[src/rtl/bcd_display_scan_pkg.sv]
// ---------------------------------------------------------------------------
// display_pkg
// Shared definitions for the two-digit seven-segment scan driver:
//   - scan FSM state encoding
//   - seven-segment codes (active-high, bit order g f e d c b a)
//   - BCD digit width
// ---------------------------------------------------------------------------
package display_pkg;

    localparam int BCD_W = 4;
    localparam int SEG_W = 7;

    typedef enum logic [1:0] {
        IDLE   = 2'd0,
        SHOW_U = 2'd1,
        SHOW_T = 2'd2
    } state_t;

    localparam logic [SEG_W-1:0] SEG_0     = 7'h3F;
    localparam logic [SEG_W-1:0] SEG_1     = 7'h06;
    localparam logic [SEG_W-1:0] SEG_2     = 7'h5B;
    localparam logic [SEG_W-1:0] SEG_3     = 7'h4F;
    localparam logic [SEG_W-1:0] SEG_4     = 7'h66;
    localparam logic [SEG_W-1:0] SEG_5     = 7'h6D;
    localparam logic [SEG_W-1:0] SEG_6     = 7'h7D;
    localparam logic [SEG_W-1:0] SEG_7     = 7'h07;
    localparam logic [SEG_W-1:0] SEG_8     = 7'h7F;
    localparam logic [SEG_W-1:0] SEG_9     = 7'h6F;
    localparam logic [SEG_W-1:0] SEG_DASH  = 7'h40;
    localparam logic [SEG_W-1:0] SEG_BLANK = 7'h00;

endpackage

[src/rtl/bcd_display_scan_seg7.sv]
// ---------------------------------------------------------------------------
// bcd_to_seg7
// Combinational BCD to seven-segment decoder. Codes above 9 are not valid
// BCD and are shown as a dash so a bad adder result is visible on the board.
// Ports:
//   i_bcd : BCD digit in
//   o_seg : segment pattern out, active-high, g f e d c b a
// ---------------------------------------------------------------------------
module bcd_to_seg7
    import display_pkg::*;
(
    input  logic [BCD_W-1:0] i_bcd,
    output logic [SEG_W-1:0] o_seg
);

    always_comb begin
        o_seg = SEG_DASH;
        case (i_bcd)
            4'd0:    o_seg = SEG_0;
            4'd1:    o_seg = SEG_1;
            4'd2:    o_seg = SEG_2;
            4'd3:    o_seg = SEG_3;
            4'd4:    o_seg = SEG_4;
            4'd5:    o_seg = SEG_5;
            4'd6:    o_seg = SEG_6;
            4'd7:    o_seg = SEG_7;
            4'd8:    o_seg = SEG_8;
            4'd9:    o_seg = SEG_9;
            default: o_seg = SEG_DASH;
        endcase
    end

endmodule

[src/rtl/bcd_display_scan.sv]
// ---------------------------------------------------------------------------
// bcd_display_scan
// Two-digit multiplexed seven-segment driver. Captures the tens/units BCD
// pair on a load strobe and alternates the two digits on a shared segment
// bus, REFRESH_DIV cycles per digit. A zero tens digit is blanked.
// Ports:
//   clk   : system clock, rising edge
//   rst   : synchronous active-high reset
//   load  : one-cycle strobe, captures s1/s0
//   clear : synchronous return to blank idle (beats load)
//   s1,s0 : tens / units BCD digits
//   seg   : segment drive, active-high, g f e d c b a
//   an    : one-hot digit enable, bit1 = tens, bit0 = units
//   ack   : one-cycle pulse after an accepted load
// Outputs are registered from the next-state values, so the display shows
// the post-edge state with no extra cycle of lag.
// ---------------------------------------------------------------------------
module bcd_display_scan
    import display_pkg::*;
#(
    parameter int REFRESH_DIV = 4
)(
    input  logic             clk,
    input  logic             rst,
    input  logic             load,
    input  logic             clear,
    input  logic [BCD_W-1:0] s1,
    input  logic [BCD_W-1:0] s0,
    output logic [SEG_W-1:0] seg,
    output logic [1:0]       an,
    output logic             ack
);

    localparam int               CNT_W    = $clog2(REFRESH_DIV);
    localparam logic [CNT_W-1:0] CNT_LAST = CNT_W'(REFRESH_DIV - 1);

    state_t             r_state, w_state_nxt;
    logic [CNT_W-1:0]   r_cnt,   w_cnt_nxt;
    logic [BCD_W-1:0]   r_d1,    w_d1_nxt;
    logic [BCD_W-1:0]   r_d0,    w_d0_nxt;
    logic               r_ack,   w_ack_nxt;
    logic [SEG_W-1:0]   r_seg,   w_seg_nxt;
    logic [1:0]         r_an,    w_an_nxt;

    logic [BCD_W-1:0]   w_digit;
    logic [SEG_W-1:0]   w_dec;

    // State register: FSM, counter, digits and outputs all move together.
    always_ff @(posedge clk) begin
        if (rst) begin
            r_state <= IDLE;
            r_cnt   <= '0;
            r_d1    <= '0;
            r_d0    <= '0;
            r_ack   <= 1'b0;
            r_seg   <= SEG_BLANK;
            r_an    <= 2'b00;
        end else begin
            r_state <= w_state_nxt;
            r_cnt   <= w_cnt_nxt;
            r_d1    <= w_d1_nxt;
            r_d0    <= w_d0_nxt;
            r_ack   <= w_ack_nxt;
            r_seg   <= w_seg_nxt;
            r_an    <= w_an_nxt;
        end
    end

    // Next-state logic. A load while scanning only swaps the digits; the
    // scan schedule keeps running so the refresh rate never jitters.
    always_comb begin
        w_state_nxt = r_state;
        w_cnt_nxt   = r_cnt;
        w_d1_nxt    = r_d1;
        w_d0_nxt    = r_d0;
        w_ack_nxt   = 1'b0;
        if (clear) begin
            w_state_nxt = IDLE;
            w_cnt_nxt   = '0;
            w_d1_nxt    = '0;
            w_d0_nxt    = '0;
        end else begin
            if (load) begin
                w_d1_nxt  = s1;
                w_d0_nxt  = s0;
                w_ack_nxt = 1'b1;
            end
            case (r_state)
                IDLE: begin
                    if (load) begin
                        w_state_nxt = SHOW_U;
                        w_cnt_nxt   = '0;
                    end
                end
                SHOW_U: begin
                    if (r_cnt == CNT_LAST) begin
                        w_cnt_nxt   = '0;
                        w_state_nxt = SHOW_T;
                    end else begin
                        w_cnt_nxt   = r_cnt + CNT_W'(1);
                    end
                end
                SHOW_T: begin
                    if (r_cnt == CNT_LAST) begin
                        w_cnt_nxt   = '0;
                        w_state_nxt = SHOW_U;
                    end else begin
                        w_cnt_nxt   = r_cnt + CNT_W'(1);
                    end
                end
                default: begin
                    w_state_nxt = IDLE;
                    w_cnt_nxt   = '0;
                end
            endcase
        end
    end

    // Decode the digit that will be on display after this edge.
    assign w_digit = (w_state_nxt == SHOW_T) ? w_d1_nxt : w_d0_nxt;

    bcd_to_seg7 u_dec (
        .i_bcd (w_digit),
        .o_seg (w_dec)
    );

    // Output logic. Only an exact zero tens digit is blanked; 10-15 keep
    // the enable on so the dash is visible.
    always_comb begin
        w_seg_nxt = SEG_BLANK;
        w_an_nxt  = 2'b00;
        case (w_state_nxt)
            SHOW_U: begin
                w_an_nxt  = 2'b01;
                w_seg_nxt = w_dec;
            end
            SHOW_T: begin
                if (w_d1_nxt != '0) begin
                    w_an_nxt  = 2'b10;
                    w_seg_nxt = w_dec;
                end
            end
            default: begin
                w_seg_nxt = SEG_BLANK;
                w_an_nxt  = 2'b00;
            end
        endcase
    end

    assign seg = r_seg;
    assign an  = r_an;
    assign ack = r_ack;

endmodule

[config.mk]
export PLATFORM = sky130hd
export DESIGN_NAME = bcd_display_scan
export DESIGN_NICKNAME = d
export VERILOG_FILES = /design/src/rtl/bcd_display_scan_pkg.sv /design/src/rtl/bcd_display_scan_seg7.sv /design/src/rtl/bcd_display_scan.sv
export SDC_FILE = /design/constraint.sdc
export NUM_CORES = 1
export LEC_CHECK = 0
export ABC_AREA = 1
export CAP_MARGIN = 20
export CORE_ASPECT_RATIO = 0.6
export CORE_MARGIN = 10
export CORE_UTILIZATION = 45
export CTS_BUF_LIST = sky130_fd_sc_hd__clkbuf_16
export DETAILED_ROUTE_END_ITERATION = 10
export PLACE_DENSITY = 0.78
export SETUP_SLACK_MARGIN = 0.1
export SYNTH_ARGS = -nofsm -noshare
export SYNTH_HDL_FRONTEND = slang
export SYNTH_HIERARCHICAL = 1
export SYNTH_SLANG_ARGS = --single-unit
[constraint.sdc]
create_clock -name clk -period 2.8 [get_ports clk]
set_clock_uncertainty 0.1 [all_clocks]
set_input_delay 0.56 -clock clk [delete_from_list [all_inputs] [get_ports clk]]
set_output_delay 0.56 -clock clk [all_outputs]
set_load 0.01 [all_outputs]
Yosys cells after proc, flatten, opt, wreduce, memory -nomap -nowiden
Memory sizes are Yosys's and may differ from the RTL's.
Index checks and enable logic that the tools add are counted.
{"block": "word_totals", "regBits": 22, "mem_bits_ro": 112, "input_bits": 12, "output_inout_bits": 10, "elab_cells": 37, "mem_count": 1}
{"name": "(name not given)", "depth": 16, "word_bits": 7, "read_ports": 1, "rd_ports_with_merged_regs": 0, "wr": 0, "line_no": "bcd_display_scan_seg7.sv:18", "source": "case (i_bcd)"}
{"block": "classes", "add_sub_neg": 1, "n_eq_ne": 6, "mux": 18, "n_reduce_logical": 4}
{"operator": "2-to-1 mux 4 bit", "n": 5}
{"operator": "2-to-1 mux 2 bit", "n": 7}
{"operator": "one-hot mux 7 bit (2 select lines)", "n": 1}
{"operator": "one-hot mux 2 bit (2 select lines)", "n": 2}
{"operator": "2-to-1 mux 7 bit", "n": 1}
{"operator": "== test 2 bit (second input constant)", "n": 3}
{"operator": "one-hot mux 2 bit (3 select lines)", "n": 1}
{"operator": "== test 2 x 1 -> 1 bit (second input constant)", "n": 2}
{"operator": "nonzero test 4 bit", "n": 1}
{"operator": "OR reduction 2 bit", "n": 2}
{"operator": "adder 2 x 1 -> 2 bit (second input constant)", "n": 1}
{"operator": "zero test 2 bit", "n": 1}
{"operator": "inequality test 2 bit (second input constant)", "n": 1}
{"operator": "2-to-1 mux 1 bit", "n": 1}

Depth between registers and ports, before layout
Gate-level depths: netlist of the first run.
An unclocked memory read counts as a cell.
{"block": "depth", "ltp_word": 9, "ltp_mapped": 18, "ltp_nobuf": 17}

By module
The synthesis of the first run kept the hierarchy.
{"mod": "bcd_display_scan", "n_inst": 1, "cells_per_inst": 130, "area_each_um2": 1038.5, "seq_area_each_um2": 440.4}
{"mod": "bcd_to_seg7", "n_inst": 1, "cells_per_inst": 36, "area_each_um2": 192.7, "seq_area_each_um2": 0.0}

Worst setup path before layout of the first run
Ideal clock, no wire load.
{"block": "synth_timing", "kind": "in2reg", "startpoint": "input load", "endpoint": "register r_seg[3] (netlist: seg[3])", "setup_ns": 0.070, "arrival_time_ns": 2.704, "required_ns": 2.630, "setup_slack_ns": -0.074, "stages": 16, "n_path_buf": 3, "cell_sequence": "buf_6 -> inv_2 -> buf_6 -> nand2_2 -> a31oi_2 -> ha_1 -> clkbuf_1 -> mux2i_1 -> inv_1 -> ha_1 -> nand2_1 -> nand2_1 -> nand2_1 -> nand2_1 -> nand2_1 -> a21oi_1"}
{"block": "synth_via", "elab_chain_len": 8, "elab_cells_between_ends": 14, "classes_between": "eq/ne: 2; mux: 10; reduce/logical: 1; memory: 1"}
{"element": "start: declaration", "line_no": "bcd_display_scan.sv:25", "source": "input logic load,"}
{"element": "2-to-1 mux 2 bit (*)", "line_no": "bcd_display_scan.sv:90", "source": "if (load) begin"}
{"element": "one-hot mux 2 bit (3 select lines) (*)", "line_no": "bcd_display_scan.sv:88", "source": "case (r_state)"}
{"element": "2-to-1 mux 2 bit (*)", "line_no": "bcd_display_scan.sv:77", "source": "if (clear) begin"}
{"element": "via w_state_nxt[1]", "line_no": "bcd_display_scan.sv:37", "source": "state_t r_state, w_state_nxt;"}
{"element": "== test 2 bit (*)", "line_no": "bcd_display_scan.sv:120", "source": "assign w_digit = (w_state_nxt == SHOW_T) ? w_d1_nxt : w_d0_nxt;"}
{"element": "2-to-1 mux 4 bit (*)", "line_no": "bcd_display_scan.sv:120"}
{"element": "via w_digit[1]", "line_no": "bcd_display_scan.sv:45", "source": "logic [BCD_W-1:0] w_digit;"}
{"element": "memory read (16 x 7 bit) (*)"}
{"element": "via w_dec[3]", "line_no": "bcd_display_scan.sv:46", "source": "logic [SEG_W-1:0] w_dec;"}
{"element": "2-to-1 mux 7 bit", "line_no": "bcd_display_scan.sv:138", "source": "if (w_d1_nxt != '0) begin"}
{"element": "one-hot mux 7 bit (2 select lines) (*)", "line_no": "bcd_display_scan.sv:132", "source": "case (w_state_nxt)"}
{"element": "end signal: assignment", "line_no": "bcd_display_scan.sv:64", "source": "r_seg <= w_seg_nxt;"}
{"element": "end: declaration", "line_no": "bcd_display_scan.sv:42", "source": "logic [SEG_W-1:0] r_seg, w_seg_nxt;"}
Mark *: on every way through the listed nets, which the timed path passes. The rest lies on a longest branch.
A chain may end at the register's enable or synchronous reset.

Final worst setup path of the first run
{"block": "layout_timing", "startpoint": "register r_state[1]", "endpoint": "register r_seg[5] (netlist: seg[5])"}
{"block": "layout_via", "elab_chain_len": 8, "elab_cells_between_ends": 14, "classes_between": "eq/ne: 4; mux: 8; reduce/logical: 1; memory: 1"}
{"element": "start: declaration", "line_no": "bcd_display_scan.sv:37"}
{"element": "start signal: assignment", "line_no": "bcd_display_scan.sv:59", "source": "r_state <= w_state_nxt;"}
{"element": "== test 2 bit, or another cell as far along", "line_no": "bcd_display_scan.sv:88"}
{"element": "one-hot mux 2 bit (3 select lines) (*)", "line_no": "bcd_display_scan.sv:88"}
{"element": "2-to-1 mux 2 bit (*)", "line_no": "bcd_display_scan.sv:77"}
{"element": "via w_state_nxt[1]", "line_no": "bcd_display_scan.sv:37"}
{"element": "== test 2 bit (*)", "line_no": "bcd_display_scan.sv:120"}
{"element": "2-to-1 mux 4 bit (*)", "line_no": "bcd_display_scan.sv:120"}
{"element": "via w_digit[1]", "line_no": "bcd_display_scan.sv:45"}
{"element": "memory read (16 x 7 bit) (*)"}
{"element": "via w_dec[5]", "line_no": "bcd_display_scan.sv:46"}
{"element": "2-to-1 mux 7 bit", "line_no": "bcd_display_scan.sv:138"}
{"element": "one-hot mux 7 bit (2 select lines) (*)", "line_no": "bcd_display_scan.sv:132"}
Marks and branches as above.

==> results_dict.tcl, run 1 <==
set metrics [dict create \
    status "complete, no violations" \
    cts-root-buf "clkbuf_16" \
    use_met2_pct 20.6 \
    cp_slowest_cell "dfxtp_1" \
    diodes 0 \
    htreeDepth 1 \
    track_usage_pct 11.9 \
    cp_cell_sequence "inv_2 -> ha_1 -> inv_1 -> o21ai_2 -> nand2_2 -> a31oi_4 -> ha_4 -> mux2i_4 -> buf_4 -> buf_4 -> ha_1 -> inv_1 -> nand2_1 -> nand2_1 -> nand2_1 -> nand2_1 -> nand2_1 -> a21oi_1" \
    worstMarginPinSlew_ns 0.526 \
    post_drt_wl_per_cell_um 14.4 \
    grt_pass1_vias 1085 \
    clock_latency_ns 0.25 \
    vias_per_cell 5.20 \
    coreArea_sq_um 2560 \
    grt_pass1_wl_um 5000 \
    io_pins 22 \
    dp_hpwl_um 2400 \
    grt_max_degree 15 \
    drt_wl_total_um 3400 \
    drc 0 \
    fill_cells 192 \
    cp_max_fo 4 \
    ys_seq_elements 22 \
    p_leak_nw 0.806 \
    path_clk_slew_ns 0.06 \
    ant_nets 0 \
    numCtsBuffers 3 \
    fin_crit_sh_pct 95.2 \
    critPathRequiredTime_ns 2.83 \
    num_rows 14 \
    ctsHoldBuffers 0 \
    cap_violations 0 \
    grt_use_met3_pct 4.81 \
    worst_setup_path_start_kind "flip-flop" \
    setup_viol 0 \
    max-clock-path-buffers 2 \
    max-slew-margin-rel_pct 64.8 \
    place_congestion 0.905 \
    synth_seq_area_share_pct 35.8 \
    slew_viol_final 0 \
    avgSynthCellArea_sq_um 7.42 \
    syn2layout_area_growth_pct 41.1 \
    nets 231 \
    finalHoldViolCount 0 \
    busiest_layer "met2" \
    die-area_sq_um 5300 \
    cp.arrival_ns 2.70 \
    netlist_area_sq_um 1230 \
    synthesis.nets 192 \
    cts_sinks 22 \
    synth_cells 166 \
    drtPass1Iterations 4 \
    cts_tree "yes" \
    use_met1_pct 13.8 \
    die_height_um 60.5 \
    drtIter0Drc 137 \
    vias 1228 \
    path_class "flip-flop to flip-flop" \
    ys_types 21 \
    tns_ns 0 \
    worstSetupEndpointType "flip-flop" \
    die-width_um 87.5 \
    io_buffers 21 \
    fmax_mhz 375 \
    grt_setup_unrepaired "no" \
    final_layout_size_suffix_gt1_share_pct 23.0 \
    overflow 0 \
    initial_core_util_pct 48.1 \
    hold_ws_ns 0.384 \
    min_period_ns 2.67 \
    slowest_delay_ns 0.36 \
    ir_drop_v 0.000519 \
    crit_top_cell "nand2_1" \
    power_density_nw_per_um2 497 \
    hold_path.class "flip-flop to flip-flop" \
    ys_warn_count 6 \
    final_util_pct 67.9 \
    antenna_found_initial 0 \
]
[layer usage]
layer	vias to the layer above	wire length [um]	share of wire (%)
met5	-	0	0
met4	0	26	0.76
met3	4	356	10
met2	63	1590	47
met1	575	1430	42
li1	586	-	-
[logic make-up after synthesis]
group                      count (synthesis)  share of synthesized area [%]
and+or+nand+nor                           74                           25.5
buffers and inverters                     31                           10.7
DFF                                       22                           35.8
AOI/OAI and AO/OA                         21                           10.6
adders and majority gates                 14                           14.2
muxes                                      4                           3.25
[registers in the layout (all words and copies together), names as in the netlist]
register  count
r_d0          4
seg           7
r_cnt         2
an            2
r_state       2
ack           1
r_d1          4
[report_power, final]
part           switching (mW)  total, mW  internal [mW]
Clock                   0.114      0.398          0.284
Combinational          0.0785      0.139         0.0600
Sequential            0.00375      0.326          0.322
[metrics by stage]
step           area, sq um  setup slack (ns)  std cells  power [mW]
6_report              1740             0.133        236       0.862
5_1_grt               1740            0.0119        236       0.897
4_1_cts               1670             0.120        233       0.858
3_5_place_dp          1560            -0.161        229       0.457
3_3_place_gp          1560           -0.0440        229       0.452
2_1_floorplan         1240             0.118        166       0.406
[worst max-delay path, delay by kind of cell, from the launching register on]
family | cells | cell delay [ns]
fa+ha+maj | 3 | 0.55
buf+inv | 5 | 0.49
compound gates | 3 | 0.40
simple gates | 6 | 0.40
flops | 1 | 0.36
mux | 1 | 0.26
[cell usage after synthesis]
library cell	number	share of area (%)
a211oi_1	1	0.61
a21oi_1	9	3.7
a31oi_1	1	0.51
a31oi_2	1	1.0
buf_6	2	1.8
clkbuf_1	2	0.61
dfxtp_1	22	36
ha_1	14	14
inv_1	20	6.1
inv_2	7	2.1
mux2i_1	4	3.3
nand2_1	37	11
nand2_2	4	2.0
nand3_1	4	1.6
nand3_2	3	2.4
nor2_1	25	7.6
o211ai_1	1	0.61
o21ai_0	2	0.81
o21ai_1	5	2.0
o21ai_4	1	1.3
or2_1	1	0.51
[worst paths after layout]
| check | startpoint | slack, ns | cells past startpoint | endpoint |
|---|---|---|---|---|
| hold / removal | r_cnt[0] | 0.38 | 1 | r_cnt[0] |
| hold reg to reg | r_cnt[0] | 0.38 | 1 | r_cnt[0] |
| setup reg to reg | r_state[1] | 0.13 | 18 | seg[5] |
| setup / recovery | r_state[1] | 0.13 | 18 | seg[5] |
[cells in the final DEF, fill, tap and decap left out]
master	Yosys	layout
nand3_1	4	4
ha_1	14	13
o211ai_1	1	1
inv_1	20	17
nand3_2	3	3
a31oi_1	1	1
a21oi_1	9	9
bufinv_16	0	1
ha_4	0	1
nand2_2	4	5
dfxtp_1	22	21
clkdlybuf4s50_1	0	19
or2_1	1	1
nand2_1	37	36
a211oi_1	1	1
nor2_2	0	1
mux2i_2	0	1
a31oi_4	0	1
nor2_1	25	24
mux2i_1	4	2
o21ai_2	0	1
dfxtp_2	0	1
o21ai_4	1	1
clkbuf_16	0	3
mux2i_4	0	1
inv_2	7	10
dlymetal6s2s_1	0	2
o21ai_1	5	6
buf_4	0	17
[final cells by class]
class	count	area, sq um	share of cell area, %
sequential	22	442	25.4
clock inverter	1	30.0	1.73
multi-input combinational	113	706	40.6
inverter	27	101	5.84
timing repair buffer	38	343	19.7
tap	32	40.0	2.31
clock buffer	3	75.1	4.32
[what timing repair did]
action,4_1_cts,5_1_grt
gates resized for setup,1,15
setup endpoints to repair,2,7
buffers inserted,0,3
pin swaps,0,3
No activity file was read; power rests on OpenSTA's default activity.
==> inputs of run 2 (changes only) <==
--- a/config.mk
+++ b/config.mk
@@ -7,12 +7,14 @@
 export LEC_CHECK = 0
 export ABC_AREA = 1
 export CAP_MARGIN = 20
+export CELL_PAD_IN_SITES_DETAIL_PLACEMENT = 1
+export CELL_PAD_IN_SITES_GLOBAL_PLACEMENT = 2
 export CORE_ASPECT_RATIO = 0.6
 export CORE_MARGIN = 10
-export CORE_UTILIZATION = 45
+export CORE_UTILIZATION = 26
 export CTS_BUF_LIST = sky130_fd_sc_hd__clkbuf_16
 export DETAILED_ROUTE_END_ITERATION = 10
-export PLACE_DENSITY = 0.78
+export PLACE_DENSITY = 0.79
 export SETUP_SLACK_MARGIN = 0.1
 export SYNTH_ARGS = -nofsm -noshare
 export SYNTH_HDL_FRONTEND = slang
==> results_dict.tcl, run 2 (same netlist as run 1, synthesis figures left out) <==
set metrics [dict create \
    worstHoldStart "r_cnt[0]" \
    final_layout_size_suffix_gt1_share_pct 24.6 \
    crit_buf_inv 6 \
    vias 1132 \
    cp_top_family "adder cells" \
    grt_pass1_vias 1222 \
    reg2reg_to "seg[5]" \
    die-area_sq_um 7980 \
    power_density_nw_per_um2 440 \
    cts-root-buf "clkbuf_16" \
    post_drt_wl_per_cell_um 13.8 \
    multi_input_area_sq_um 737 \
    p_leak_nw 0.777 \
    drt_wl_total_um 3670 \
    final-seq-area_sq_um 444 \
    worstSetupEndpointType "flip-flop" \
    cts_tree "yes" \
    io_buffers 21 \
    drtIter0Drc 37 \
    track_usage_pct 9.23 \
    layout_common_cells "nand2_1, nor2_1, dfxtp_1" \
    cp.arrival_ns 2.60 \
    status "complete, no violations" \
    max-clock-path-buffers 2 \
    dp_hpwl_um 2710 \
    die-width_um 109 \
    cp_slowest_cell "dfxtp_4" \
    clock_latency_ns 0.26 \
    grt_max_degree 15 \
    htreeDepth 1 \
    coreArea_sq_um 4560 \
    ctsHoldBuffers 0 \
    cts_sinks 22 \
    drtPass1Iterations 4 \
    syn2layout_area_growth_pct 43.9 \
    crit_top_cell "nand2_1" \
    num_rows 19 \
    diodes 0 \
    cp_cell_sequence "inv_1 -> ha_1 -> inv_1 -> nor2_1 -> inv_1 -> a31oi_4 -> ha_4 -> mux2i_4 -> buf_4 -> buf_4 -> ha_1 -> inv_1 -> nand2_1 -> nand2_1 -> nand2_1 -> nand2_1 -> nand2_1 -> a21oi_2" \
    hold_ws_ns 0.395 \
    min_period_ns 2.56 \
    grt_pass1_wl_um 5920 \
    r2r_cells 18 \
    finalHoldViolCount 0 \
    io_pins 22 \
    final_util_pct 38.8 \
    slowest_delay_ns 0.37 \
    cp_max_fo 5 \
    path_class "flip-flop to flip-flop" \
    critPathRequiredTime_ns 2.84 \
    hold_path.class "flip-flop to flip-flop" \
    place_congestion 0.767 \
    tns_ns 0 \
    die_height_um 73.3 \
    ant_nets 0 \
    ir_drop_v 0.000217 \
    grt_setup_unrepaired "no" \
    slew_viol_final 0 \
    drc 0 \
    max-slew-margin-rel_pct 63.3 \
    path_clk_slew_ns 0.07 \
    initial_core_util_pct 27.0 \
    worst_setup_path_start_kind "flip-flop" \
    largest_reg_flops 7 \
    nets 230 \
    vias_per_cell 4.26 \
    numCtsBuffers 3 \
    cap_violations 0 \
    setup_viol 0 \
    whs_endpoint "r_cnt[0]" \
    rrSetupSlack_ns 0.24 \
    worstReg2RegStart "r_state[0]" \
    layout_commonest_cell "nand2_1" \
    overflow 0 \
    fill_cells 579 \
    fmax_mhz 391 \
    worstMarginPinSlew_ns 0.548 \
    antenna_found_initial 0 \
    fin_crit_sh_pct 91.3 \
    min_path_cells 1 \
]
[run 2: worst max path at each step]
stage | start | endpoint | slack [ns] | cells after the start
2_1_floorplan | load | seg[3] | 0.12 | 16
3_5_place_dp | load | seg[3] | -0.20 | 14
5_1_grt | r_state[0] | seg[5] | 0.03 | 18
6_report | r_state[0] | seg[5] | 0.24 | 18
3_3_place_gp | load | seg[3] | -0.09 | 14
4_1_cts | clear | seg[3] | 0.11 | 14
[run 2: layout make-up]
class | count | share of cell area [%]
Multi-Input combinational cell | 113 | 41.6
Sequential cell | 22 | 25.1
Timing Repair Buffer | 37 | 18.7
Inverter | 27 | 5.72
Tap cell | 63 | 4.45
Clock buffer | 3 | 4.24
Clock inverter | 1 | 0.212
[run 2: per-stage QoR]
stage	power (mW)	cell area [sq um]	setup WS, ns	instances
floorplan	0.406	1240	0.118	166
global placement	0.456	1590	-0.0918	259
detailed placement	0.462	1590	-0.197	259
CTS	0.774	1700	0.112	264
global route	0.819	1770	0.0339	266
finish	0.780	1770	0.244	266
[run 2: report_power, final]
part / switching [mW] / internal [mW] / total (mW)
registers: 0.00398 / 0.321 / 0.325
clock network: 0.123 / 0.191 / 0.314
logic: 0.0790 / 0.0609 / 0.140
total: 0.206 / 0.573 / 0.780
[run 2: layer usage]
layer	part of all wire [%]	vias to the layer above	track usage, %
li1	-	586	-
met1	50	528	11.6
met2	45	16	15.1
met3	4.8	2	3.49
met4	0.27	0	1.16
met5	0	-	0
[run 2: what timing repair did]
action	4_1_cts	5_1_grt
pin swaps	1	4
setup endpoints to repair	1	7
buffers inserted	1	2
resized for setup	7	17
==> inputs of run 3 (changes only) <==
--- a/config.mk
+++ b/config.mk
@@ -14,9 +14,8 @@
 export CORE_UTILIZATION = 26
 export CTS_BUF_LIST = sky130_fd_sc_hd__clkbuf_16
 export DETAILED_ROUTE_END_ITERATION = 10
-export PLACE_DENSITY = 0.79
+export PLACE_DENSITY = 0.8
 export SETUP_SLACK_MARGIN = 0.1
 export SYNTH_ARGS = -nofsm -noshare
 export SYNTH_HDL_FRONTEND = slang
-export SYNTH_HIERARCHICAL = 1
 export SYNTH_SLANG_ARGS = --single-unit
==> results_dict.tcl, run 3 <==
set metrics [dict create \
    critPathRequiredTime_ns 2.85 \
    p_sw_mw 0.182 \
    cp_cell_sequence "clkdlybuf4s50_1 -> nor2_2 -> nand2_1 -> a31oi_2 -> ha_2 -> inv_2 -> nand2_1 -> nand2_1 -> inv_1 -> ha_1 -> o21ai_1 -> nor2_1 -> nor2_1" \
    yosys-top-cells-area "dfxtp_1, ha_1, nor2_1, nand2_1, inv_1" \
    cp_slowest_cell "clkdlybuf4s50_1" \
    path_class "primary input to flip-flop" \
    ant_nets 0 \
    hold_ws_ns 0.382 \
    grt_pass1_wl_um 6120 \
    p_leak_nw 0.795 \
    cap_violations 0 \
    slew_viol_final 0 \
    ys_seq_elements 22 \
    grt_max_degree 15 \
    drtIter0Drc 33 \
    p_int_mw 0.563 \
    antenna_found_initial 0 \
    cp_max_fo 5 \
    worstSetupEndpointType "flip-flop" \
    clock_latency_ns 0.25 \
    avgSynthCellArea_sq_um 7.26 \
    drt_wl_total_um 3660 \
    dominantRegCellSynth "dfxtp_1" \
    crit_top_cell "nand2_1" \
    synth_seq_area_share_pct 36.3 \
    cp.arrival_ns 2.60 \
    place_area_sq_um 1560 \
    yosysMostFrequentCell "nor2_1" \
    syn2layout_area_growth_pct 37.4 \
    vias 1124 \
    yosysTopAreaCellShare_pct 36.3 \
    slowest_delay_ns 0.46 \
    dp_hpwl_um 2940 \
    synthesis.nets 191 \
    fmax_mhz 392 \
    diodes 0 \
    design_area_sq_um 1670 \
    ys_types 23 \
    die-width_um 108 \
    comb_power_share_pct 16.3 \
    post_drt_wl_per_cell_um 13.9 \
    max-clock-path-buffers 2 \
    synth_edf_count 0 \
    netlist_area_sq_um 1210 \
    coreArea_sq_um 4540 \
    overflow 0 \
    nets 227 \
    layout_commonest_cell "nor2_1" \
    synth_cells 167 \
    worst_setup_path_start_kind "primary input" \
    cp_top_family "simple AND/OR/NAND/NOR gates" \
    setup_viol 0 \
    ys_warn_count 0 \
    ir_drop_v 0.000180 \
    netSwitchingFraction_pct 24.5 \
    worstMarginPinSlew_ns 0.510 \
    synthTopCellsByCount "nor2_1, nand2_1, dfxtp_1" \
    finalHoldViolCount 0 \
    die-area_sq_um 7880 \
    num_rows 19 \
    vias_per_cell 4.26 \
    status "complete, no violations" \
    grt_pass1_vias 1216 \
    hold_path.class "flip-flop to flip-flop" \
    async_reset_ff_share_pct 0 \
    drc 0 \
    grt_setup_unrepaired "no" \
    crit_buf_inv 3 \
    cts_sinks 22 \
    track_usage_pct 9.82 \
    path_clk_slew_ns 0.06 \
    fill_cells 566 \
    drtPass1Iterations 4 \
    cts_tree "yes" \
    final_layout_size_suffix_gt1_share_pct 20.9 \
    largest_reg_flops 7 \
    pwr-share-clk_pct 40.0 \
    max-slew-margin-rel_pct 65.9 \
    layout_common_cells "nor2_1, nand2_1, dfxtp_1" \
    initial_core_util_pct 26.7 \
    ctsHoldBuffers 0 \
    power_density_nw_per_um2 447 \
    final_util_pct 36.7 \
    place_congestion 0.847 \
    yosysTopAreaCell "dfxtp_1" \
    fin_crit_sh_pct 91.1 \
    io_buffers 21 \
    io_pins 22 \
    min_period_ns 2.55 \
    seqPwrFrac_pct 43.7 \
    htreeDepth 1 \
    cts-root-buf "clkbuf_16" \
    die_height_um 72.9 \
    numCtsBuffers 3 \
]
[run 3: cell types whose count changed after synthesis, sizes merged, moves of 2 or more]
| cell | delta |
|---|---|
| nor2 | +12 |
| nand4 | +2 |
| inv | -2 |
| ha | -2 |
| a21oi | -7 |
| o21ai | +2 |
| mux2i | -4 |
[run 3: repair_timing]
action / in CTS / in global routing
setup buffers: 0 / 2
resized for setup: 0 / 7
endpoints found under the setup margin: 0 / 7
[run 3: final timing paths]
check | from | endpoint | slack (ns) | cells after the start
max reg2reg | r_state[1] | seg[6] | 0.33 | 15
min reg2reg | r_cnt[0] | r_cnt[0] | 0.38 | 1
max | clear | seg[6] | 0.25 | 13
min | r_cnt[0] | r_cnt[0] | 0.38 | 1
[run 3: kinds of logic after synthesis]
family / count (synthesis) / share of synthesized area, %
flops: 22 / 36.3
simple gates: 91 / 34.8
fa+ha+maj: 12 / 12.4
buf+inv: 27 / 8.98
compound gates: 15 / 7.53
[run 3: worst reg2reg max path, delay by kind of cell (launching register included)]
family          cells  cell delay [ns]
flops               1             0.33
fa+ha+maj           3             0.62
compound gates      3             0.42
buf+inv             4             0.37
simple gates        5             0.53
[run 3: area by class of cell]
class	instances	area, sq um	share of cell area [%]
inverter	25	93.8	5.63
sequential	22	440	26.4
clock buffer	3	75.1	4.51
timing repair buffer	33	303	18.2
tap	63	78.8	4.73
multi-input combinational	118	674	40.5
[run 3: through the flow]
step                worst slack, ns  instances  setup TNS, ns  total power, mW
global route                 0.0624        264              0            0.784
CTS                           0.125        262              0            0.757
global placement             0.0264        259              0            0.449
floorplan                     0.516        167              0            0.399
finish                        0.248        264              0            0.745
detailed placement           -0.103        259         -0.434            0.453
[run 3: power groups by stage]
stage,logic (mW),registers (mW),clock network [mW]
CTS,0.122,0.325,0.310
detailed placement,0.120,0.332,0
finish,0.122,0.325,0.298
global route,0.138,0.326,0.321
global placement,0.117,0.332,0
floorplan,0.0656,0.333,0
[run 3: metal layers]
metal	up-vias	wire length (um)	GRT usage, %
li1	579	-	-
met1	526	1870	12.3
met2	17	1600	16.1
met3	2	154	3.09
met4	0	34	2.21
met5	-	0	0
